## src/rtl/diffeq_pkg.sv

```systemverilog
// Shared types and constants for the streaming diffeq solver.
// The state encoding lives here so the top and any debug tooling agree.
package diffeq_pkg;

  typedef enum logic [1:0] {
    IDLE = 2'd0,
    ITER = 2'd1,
    DONE = 2'd2
  } state_t;

  // Coefficient of both the x*y' and y terms in y'' + 3xy' + 3y = 0
  localparam int COEF = 3;

endpackage

```

## src/rtl/diffeq_step.sv

```systemverilog
// One forward-Euler step of the diffeq system, purely combinational.
// All outputs derive from the old (x,y,u) so the caller can update them together.
module diffeq_step
  import diffeq_pkg::*;
#(
  parameter int W    = 32,
  parameter int FRAC = 0
) (
  input  logic [W-1:0] x,
  input  logic [W-1:0] y,
  input  logic [W-1:0] u,
  input  logic [W-1:0] dx,
  output logic [W-1:0] x_next,
  output logic [W-1:0] y_next,
  output logic [W-1:0] u_next
);

  localparam logic [2*W-1:0] COEF_WIDE = (2*W)'(COEF);

  logic [2*W-1:0] u_wide, dx_wide, x_wide, y_wide, t_wide;
  logic [W-1:0]   t;
  logic [W-1:0]   tx_term, dy_term;

  assign u_wide  = {{W{1'b0}}, u};
  assign dx_wide = {{W{1'b0}}, dx};
  assign x_wide  = {{W{1'b0}}, x};
  assign y_wide  = {{W{1'b0}}, y};

  // Products are unsigned 2W wide, shifted logically, then truncated to W
  assign t       = W'((u_wide * dx_wide) >> FRAC);
  assign t_wide  = {{W{1'b0}}, t};
  assign tx_term = W'((t_wide * COEF_WIDE * x_wide) >> FRAC);
  assign dy_term = W'((dx_wide * COEF_WIDE * y_wide) >> FRAC);

  assign x_next = x + dx;
  assign y_next = y + t;
  assign u_next = u - tx_term - dy_term;

endmodule

```

## src/rtl/diffeq_solver_stream.sv

```systemverilog
// Handshaked diffeq iteration engine: accepts (x,y,u,a,dx), steps until x >= a
// or the iteration cap is hit, then holds the result until the consumer takes it.
module diffeq_solver_stream
  import diffeq_pkg::*;
#(
  parameter int W        = 32,
  parameter int FRAC     = 0,
  parameter int ITER_W   = 16,
  parameter int MAX_ITER = 65535
) (
  input  logic              clk,
  input  logic              reset,
  input  logic              in_valid,
  output logic              in_ready,
  input  logic [W-1:0]      x_in,
  input  logic [W-1:0]      y_in,
  input  logic [W-1:0]      u_in,
  input  logic [W-1:0]      a_in,
  input  logic [W-1:0]      dx_in,
  output logic              out_valid,
  input  logic              out_ready,
  output logic [W-1:0]      x_out,
  output logic [W-1:0]      y_out,
  output logic [W-1:0]      u_out,
  output logic [ITER_W-1:0] iter_out,
  output logic              timeout_out
);

  localparam logic [ITER_W-1:0] MAX_CNT = ITER_W'(MAX_ITER);

  state_t              state_reg, state_next;
  logic [W-1:0]        x_reg, y_reg, u_reg, a_reg, dx_reg;
  logic [ITER_W-1:0]   cnt_reg;
  logic [W-1:0]        x_next, y_next, u_next;
  logic                exit_hit;
  logic                load, step, finish;

  diffeq_step #(
    .W    (W),
    .FRAC (FRAC)
  ) u_step (
    .x      (x_reg),
    .y      (y_reg),
    .u      (u_reg),
    .dx     (dx_reg),
    .x_next (x_next),
    .y_next (y_next),
    .u_next (u_next)
  );

  assign exit_hit  = (x_reg >= a_reg) || (cnt_reg == MAX_CNT);
  assign in_ready  = (state_reg == IDLE);
  assign out_valid = (state_reg == DONE);

  always_comb begin
    state_next = state_reg;
    load       = 1'b0;
    step       = 1'b0;
    finish     = 1'b0;
    case (state_reg)
      IDLE: begin
        if (in_valid) begin
          load       = 1'b1;
          state_next = ITER;
        end
      end
      ITER: begin
        if (exit_hit) begin
          finish     = 1'b1;
          state_next = DONE;
        end else begin
          step = 1'b1;
        end
      end
      DONE: begin
        if (out_ready) state_next = IDLE;
      end
      default: state_next = IDLE;
    endcase
  end

  always_ff @(posedge clk or negedge reset) begin
    if (!reset) begin
      state_reg <= IDLE;
    end else begin
      state_reg <= state_next;
    end
  end

  always_ff @(posedge clk or negedge reset) begin
    if (!reset) begin
      x_reg   <= '0;
      y_reg   <= '0;
      u_reg   <= '0;
      a_reg   <= '0;
      dx_reg  <= '0;
      cnt_reg <= '0;
    end else if (load) begin
      x_reg   <= x_in;
      y_reg   <= y_in;
      u_reg   <= u_in;
      a_reg   <= a_in;
      dx_reg  <= dx_in;
      cnt_reg <= '0;
    end else if (step) begin
      x_reg   <= x_next;
      y_reg   <= y_next;
      u_reg   <= u_next;
      cnt_reg <= cnt_reg + ITER_W'(1);
    end
  end

  // Result registers only change on the exit edge, so they stay put through backpressure
  always_ff @(posedge clk or negedge reset) begin
    if (!reset) begin
      x_out       <= '0;
      y_out       <= '0;
      u_out       <= '0;
      iter_out    <= '0;
      timeout_out <= 1'b0;
    end else if (finish) begin
      x_out       <= x_reg;
      y_out       <= y_reg;
      u_out       <= u_reg;
      iter_out    <= cnt_reg;
      timeout_out <= (x_reg < a_reg);
    end
  end

endmodule

```

## config.mk

```make
export PLATFORM = sky130hd
export DESIGN_NAME = diffeq_solver_stream
export DESIGN_NICKNAME = d
export VERILOG_FILES = /design/src/rtl/diffeq_pkg.sv /design/src/rtl/diffeq_step.sv /design/src/rtl/diffeq_solver_stream.sv
export SDC_FILE = /design/constraint.sdc
export NUM_CORES = 2
export LEC_CHECK = 0
export ABC_AREA = 1
export ABC_CLOCK_PERIOD_IN_PS = 13690
export CORE_UTILIZATION = 55
export CTS_BUF_LIST = sky130_fd_sc_hd__clkbuf_8
export DETAILED_ROUTE_END_ITERATION = 8
export GPL_ROUTABILITY_DRIVEN = 0
export PLACE_DENSITY = 0.78
export SLEW_MARGIN = 10
export SYNTH_ARGS = -nofsm -noshare
export SYNTH_HDL_FRONTEND = slang
export SYNTH_SLANG_ARGS = --single-unit
```

## constraint.sdc

```tcl
create_clock -name clk -period 13.69 [get_ports clk]
set_input_delay 2.738 -clock clk [delete_from_list [all_inputs] [get_ports clk]]
set_output_delay 2.738 -clock clk [all_outputs]
set_load 0.02 [all_outputs]
```

==> After elaboration in Yosys (flattened, before gate mapping) <==
Cells that the tools add are included.
{ "totals": {"romBits": 0, "word_cells": 52, "reg_bits": 291, "ram_bits": 0, "out_inout_bits": 115, "in_bits": 164, "n_memories": 0, "latch_bits": 0} }
{ "classes": {"n_reduce_logical": 4, "order_cmp": 2, "n_div": 0, "eq_ne": 6, "shifts": 0, "multipliers": 5, "n_addsub": 5, "n_bitwise": 0, "n_mux": 18} }
{ "ops": {"columns": ["cell", "n"], "rows": [
  ["32-bit 2-to-1 mux", 6],
  ["64-bit by 32-bit multiplier with 32-bit output", 2],
  ["32-bit by 2-bit multiplier with 34-bit output, second input constant", 2],
  ["32-bit adder", 2],
  ["32-bit subtractor", 2],
  ["32-bit >= comparator", 1],
  ["32-bit < comparator", 1],
  ["32-bit by 32-bit multiplier with 32-bit output", 1],
  ["16-bit 2-to-1 mux", 2],
  ["16-bit by 1-bit adder with 16-bit output, second input constant", 1],
  ["16-bit == test, second input constant", 1],
  ["1-bit 2-to-1 mux", 6],
  ["2-bit 2-to-1 mux", 3],
  ["2-bit one-hot mux with 3 select lines", 1],
  ["2-bit inequality test, second input constant", 2],
  ["3-bit AND reduction", 1],
  ["2-bit by 1-bit == test with 1-bit output, second input constant", 1],
  ["2-bit == test, second input constant", 1],
  ["2-bit logical NOT", 1],
  ["2-bit by 1-bit inequality test with 1-bit output, second input constant", 1],
  ["2-bit nonzero test", 1],
  ["1-bit logical OR", 1]
]} }

==> Logic depth before layout (Yosys ltp) <==
{ "depth": {"depth_word": 7, "mapped_depth": 77, "ltp_nobuf": 75} }

==> Cells and area by module <==
Synthesis repeated with hierarchy kept, for this count alone.
{ "unflattened": {"cells_unflattened": 9002, "hier_area_um2": 69404.1} }
{ "by_module_without_submodules": {"columns": ["module", "n_inst", "cells_per_inst", "area_each_um2"], "rows": [
  ["diffeq_step", 1, 7247, 55707.2],
  ["diffeq_solver_stream", 1, 1755, 13696.9]
]} }

==> Least setup slack after synthesis <==
No wires, ideal clock.
{ "synth_path": {"kind": "register to register", "start": "register u_reg[6]", "end": "register u_reg[31]", "n_path_buf": 2, "stages_incl_launch_ff": 73, "setup_ns": 0.117, "period_less_slack_ns": 14.299, "setup_slack_ns": -0.609, "t_arrival_ns": 14.183, "path_cell_list": "dfrtp_1 -> buf_2 -> clkbuf_1 -> nand2_1 -> inv_1 -> fa_1 -> inv_1 -> fa_1 -> fa_1 -> inv_1 -> fa_1 -> ha_1 -> ha_1 -> inv_1 -> fa_1 -> inv_1 -> fa_1 -> ha_1 -> [37 not listed] -> fa_1 -> inv_1 -> ha_1 -> a21o_1 -> a221oi_1 -> and2_1 -> inv_1 -> a21oi_1 -> o21ai_0 -> nand3b_1 -> nand3_1 -> nand2_2 -> inv_1 -> nand3_1 -> nand2_1 -> nand2_1 -> nand2_1 -> nand2_1"} }
{ "synth_between": {"elab_chain_cells": 7} }
{ "synth_lines": {"columns": ["item", "line_no", "rtl"], "rows": [
  ["start, declared", "diffeq_solver_stream.sv:32", "logic [W-1:0] x_reg, y_reg, u_reg, a_reg, dx_reg;"],
  ["start signal, assigned", "diffeq_solver_stream.sv:101", "u_reg <= u_in;"],
  ["start signal, assigned", "diffeq_solver_stream.sv:108", "u_reg <= u_next;"],
  ["32-bit by 32-bit multiplier with 32-bit output", "diffeq_step.sv:30", "assign t = W'((u_wide * dx_wide) >> FRAC);"],
  ["32-bit by 2-bit multiplier with 34-bit output", "diffeq_step.sv:32", "assign tx_term = W'((t_wide * COEF_WIDE * x_wide) >> FRAC);"],
  ["64-bit by 32-bit multiplier with 32-bit output", "diffeq_step.sv:32", null],
  ["32-bit subtractor * (2 in series)", "diffeq_step.sv:37", "assign u_next = u - tx_term - dy_term;"],
  ["32-bit 2-to-1 mux *", "diffeq_solver_stream.sv:105", "end else if (step) begin"],
  ["32-bit 2-to-1 mux *", "diffeq_solver_stream.sv:98", "end else if (load) begin"]
]} }
Every way passes the cells marked *; elsewhere a longest branch is shown, timed or not. The select of a mux whose other input is x is not followed.
A chain may end at the register's enable or synchronous reset.

==> Worst setup path after layout <==
{ "layout_path": {"start": "register dx_reg[4]", "end": "register u_reg[31]"} }
{ "layout_between": {"elab_chain_cells": 7, "word_cells_on_any_way": 9} }
{ "layout_lines": {"columns": ["item", "line_no", "rtl"], "rows": [
  ["start, declared", "diffeq_solver_stream.sv:32", null],
  ["start signal, assigned", "diffeq_solver_stream.sv:103", "dx_reg <= dx_in;"],
  ["32-bit by 32-bit multiplier with 32-bit output", "diffeq_step.sv:30", null],
  ["32-bit by 2-bit multiplier with 34-bit output", "diffeq_step.sv:32", null],
  ["64-bit by 32-bit multiplier with 32-bit output", "diffeq_step.sv:32", null],
  ["32-bit subtractor", "diffeq_step.sv:37", null],
  ["32-bit subtractor *", "diffeq_step.sv:37", null],
  ["32-bit 2-to-1 mux *", "diffeq_solver_stream.sv:105", null],
  ["32-bit 2-to-1 mux *", "diffeq_solver_stream.sv:98", null]
]} }
Marks and branches as above.

==> impl_summary.txt <==
----------------------------------------------------
[Run status]
  Result of the run ... finished, violations left
  Failing checks ... design-rule violations, negative setup slack

[Timing]
  Least setup slack across all paths after layout ... -2.195 ns
  Final Critical Period ... 15.89 ns
  Max-slew headroom at the worst pin ... 0.07745
  Final Setup Violations ... 17
  Max Clock Freq ... 0.06295 GHz
  Post-route clock period utilization ... 1.160
  Count of final hold-check violations ... 0
  Count of pins over their slew limit ... 0
  Worst Max-Slew Pin Slew ... 1.382 ns
  Final worst clock skew ... 0.09320 ns
  RSZ-0062 raised after global routing ... yes
  Setup TNS ... -16.32 ns

[Setup path]
  Most common cell type on the critical path ... buf_4
  Maximum fanout along the worst path ... 4
  Startpoint type of the worst setup path ... register
  Required time at the worst-slack endpoint ... 14.36 ns
  Setup crit end kind ... register
  Cell type of the slowest stage on the worst timing path ... fa_1
  Setup Crit Path Kind ... reg -> reg
  Worst Path Arrival ... 16.55 ns
  CP max stage delay ... 0.52 ns

[Hold path]
  Worst hold path type ... reg -> reg

[Logic synthesis]
  Sequential fraction of the synthesis area ... 0.1065
  Area contributors post-synth ... fa_1 39%, nand2_1 12%, inv_1 12%
  Avg Inst Size Synth ... 7.853 um^2
  Most instantiated cells after synthesis ... 2149 x nand2_1, 2114 x inv_1, 1319 x fa_1, 698 x nor2_1, 564 x ha_1
  Most used flip-flop cell after synthesis ... dfrtp_1
  Synthesized Nets ... 10750
  Post-synthesis instance total ... 8706
  Most common cell in the netlist ... nand2_1
  Synth Warn # ... 0
  Synth area leader ... fa_1
  EDFF count, synth ... 0
  Fraction of synthesized cell area taken by the top area cell type ... 0.3862
  Synth async-reset ratio ... 1.000
  Syn Std Cell Area ... 0.06836 mm^2
  Number of flip-flops and latches in the synthesized netlist ... 291
  Cell variety after synth ... 70

[Cells and area]
  Synthesis-to-finish area growth ... 18.60%
  Finished layout cell area ... 0.08108 mm^2
  Number of nets at the end of the flow ... 11460
  Layout cells sized above 1 ... 0.1321
  Final standard cell utilization of the core ... 0.6618
  Fillers ... 9211
  Area of the multi-input gates ... 0.05380 mm^2
  Total area of sequential cells ... 0.007296 mm^2

[Routing]
  Starting DRC count in detailed routing ... 9654
  Post-route DRC violation count ... 165
  Routed wirelength normalized by instance count ... 24.95 um
  Final wirelength ... 277000 um
  Overall via count from detail_route ... 66930
  Detailed-router iteration count before antenna repair ... 9
  Drt via density ... 6.028
  Count of nets left with antenna violations after detail routing ... 0

[GRT]
  Initial antenna violation count ... 24
  Vias in the first global route ... 67650
  Largest net degree at the start of global routing ... 108
  First-pass GRT wire length ... 397500 um
  GRT Resource Usage Total ... 0.4229
  GRT overflow ... 0

[Die]
  Number of I/O pins ... 279
  Die height ... 354.6 um
  Number of core rows ... 128
  Full die area ... 0.1257 mm^2
  Initial Util ... 0.5580
  Width of the die ... 354.6 um
  Floorplan core area ... 0.1225 mm^2

[CTS]
  Max H-tree Level ... 2
  Max Root-Sink Buffers ... 3
  Sink Count ... 291
  Number of buffers inserted for hold repair after clock tree synthesis ... 0
  Num CTS Buffers ... 57
  CTS tree ... yes
  Source-to-sink clock delay at the later pin of the worst-skew pair ... 0.85 ns
  Clk pin slew, worst setup/hold paths ... 0.07 ns
  Root Buffer Master ... clkbuf_8

[Placed design]
  Placed Area ... 0.07650 mm^2
  Port Buf Inserts ... 278
  DP Wirelength ... 208000 um

[Job]
  Number of max-cap violations ... 0

----------------------------------------------------
[final cells by class]
cell class,instances,share of cell area
clock inverter,37,0.005802
sequential,291,0.08998
clock buffer,68,0.01154
inverter,2153,0.1001
timing repair buffer,963,0.1032
tap,1625,0.02508
antenna,23,0.0007098
multi-input combinational,5943,0.6636
[through the flow]
stage / setup slack (ns) / cells / hold WS [ns]
floorplan: -0.3063 / 8706 / 0.4553
global placement: -1.069 / 10850 / 0.4673
detailed placement: -1.389 / 10850 / 0.4703
CTS: -0.7484 / 11050 / 0.4867
global route: -2.562 / 11080 / 0.5025
finish: -2.195 / 11100 / 0.4843
[worst max-delay path, delay by kind of cell (launching register included)]
family / cells / cell delay, ns
buffers and inverters: 62 / 7.44
flip-flops: 1 / 0.45
AND/OR/NAND/NOR: 32 / 3.21
XOR/XNOR: 1 / 0.21
AO/OA/AOI/OAI: 3 / 0.48
adder cells (fa/ha/maj): 10 / 3.97
[final timing paths]
kind / from / end / slack, ns / cells past startpoint
worst max-delay path: dx_reg[4] / u_reg[31] / -2.20 / 108
worst min-delay path: y_out[30] / y_out[30] / 0.48 / 2
worst max register to register: dx_reg[4] / u_reg[31] / -2.20 / 108
worst min register to register: y_out[30] / y_out[30] / 0.48 / 2
max in group asynchronous: reset / dx_reg[9] / 9.15 / 3
min in group asynchronous: reset / iter_out[4] / 1.98 / 1
[cells in the final DEF, fill, tap and decap left out, drive strengths merged, types with 18 or more instances in the layout]
cell type and n:
buf 684, nand2 2190, fa 1319, a21oi 218, xor2 88, nand3b 32
clkbuf 68, ha 564, diode 23, nor3 20, o21ai 321, o221ai 27
a31oi 23, dfrtp 291, o22ai 24, nand4 39, a221oi 18, clkinv 32
nor2 705, clkdlybuf4s50 277, inv 2148, xnor2 58, nand3 197
[per-layer routing]
layer	up-vias	global-route usage	wire [um]
li1	27050	-	-
met4	26	0.3494	30980
met1	31860	0.4907	86100
met2	5931	0.6175	112900
met5	-	0	482
met3	2066	0.1669	46490
[cell families after synthesis]
group / synth area share
AOI/OAI and AO/OA: 0.05835
xor gates and xnor gates: 0.02035
adders and majority gates: 0.4895
buffers and inverters: 0.1364
DFF: 0.1065
and+or+nand+nor: 0.1889
[what timing repair did]
action / CTS / global route
setup endpoints to repair: 16 / 20
pin swaps: 113 / 148
setup buffers: 89 / 40
resized for setup: 254 / 235
gates cloned: 2 / 0
hold endpoints to repair: 0 / 0
Power is not shown: default switching activity piles up to over one toggle a cycle in this logic, so the estimate is an artifact.
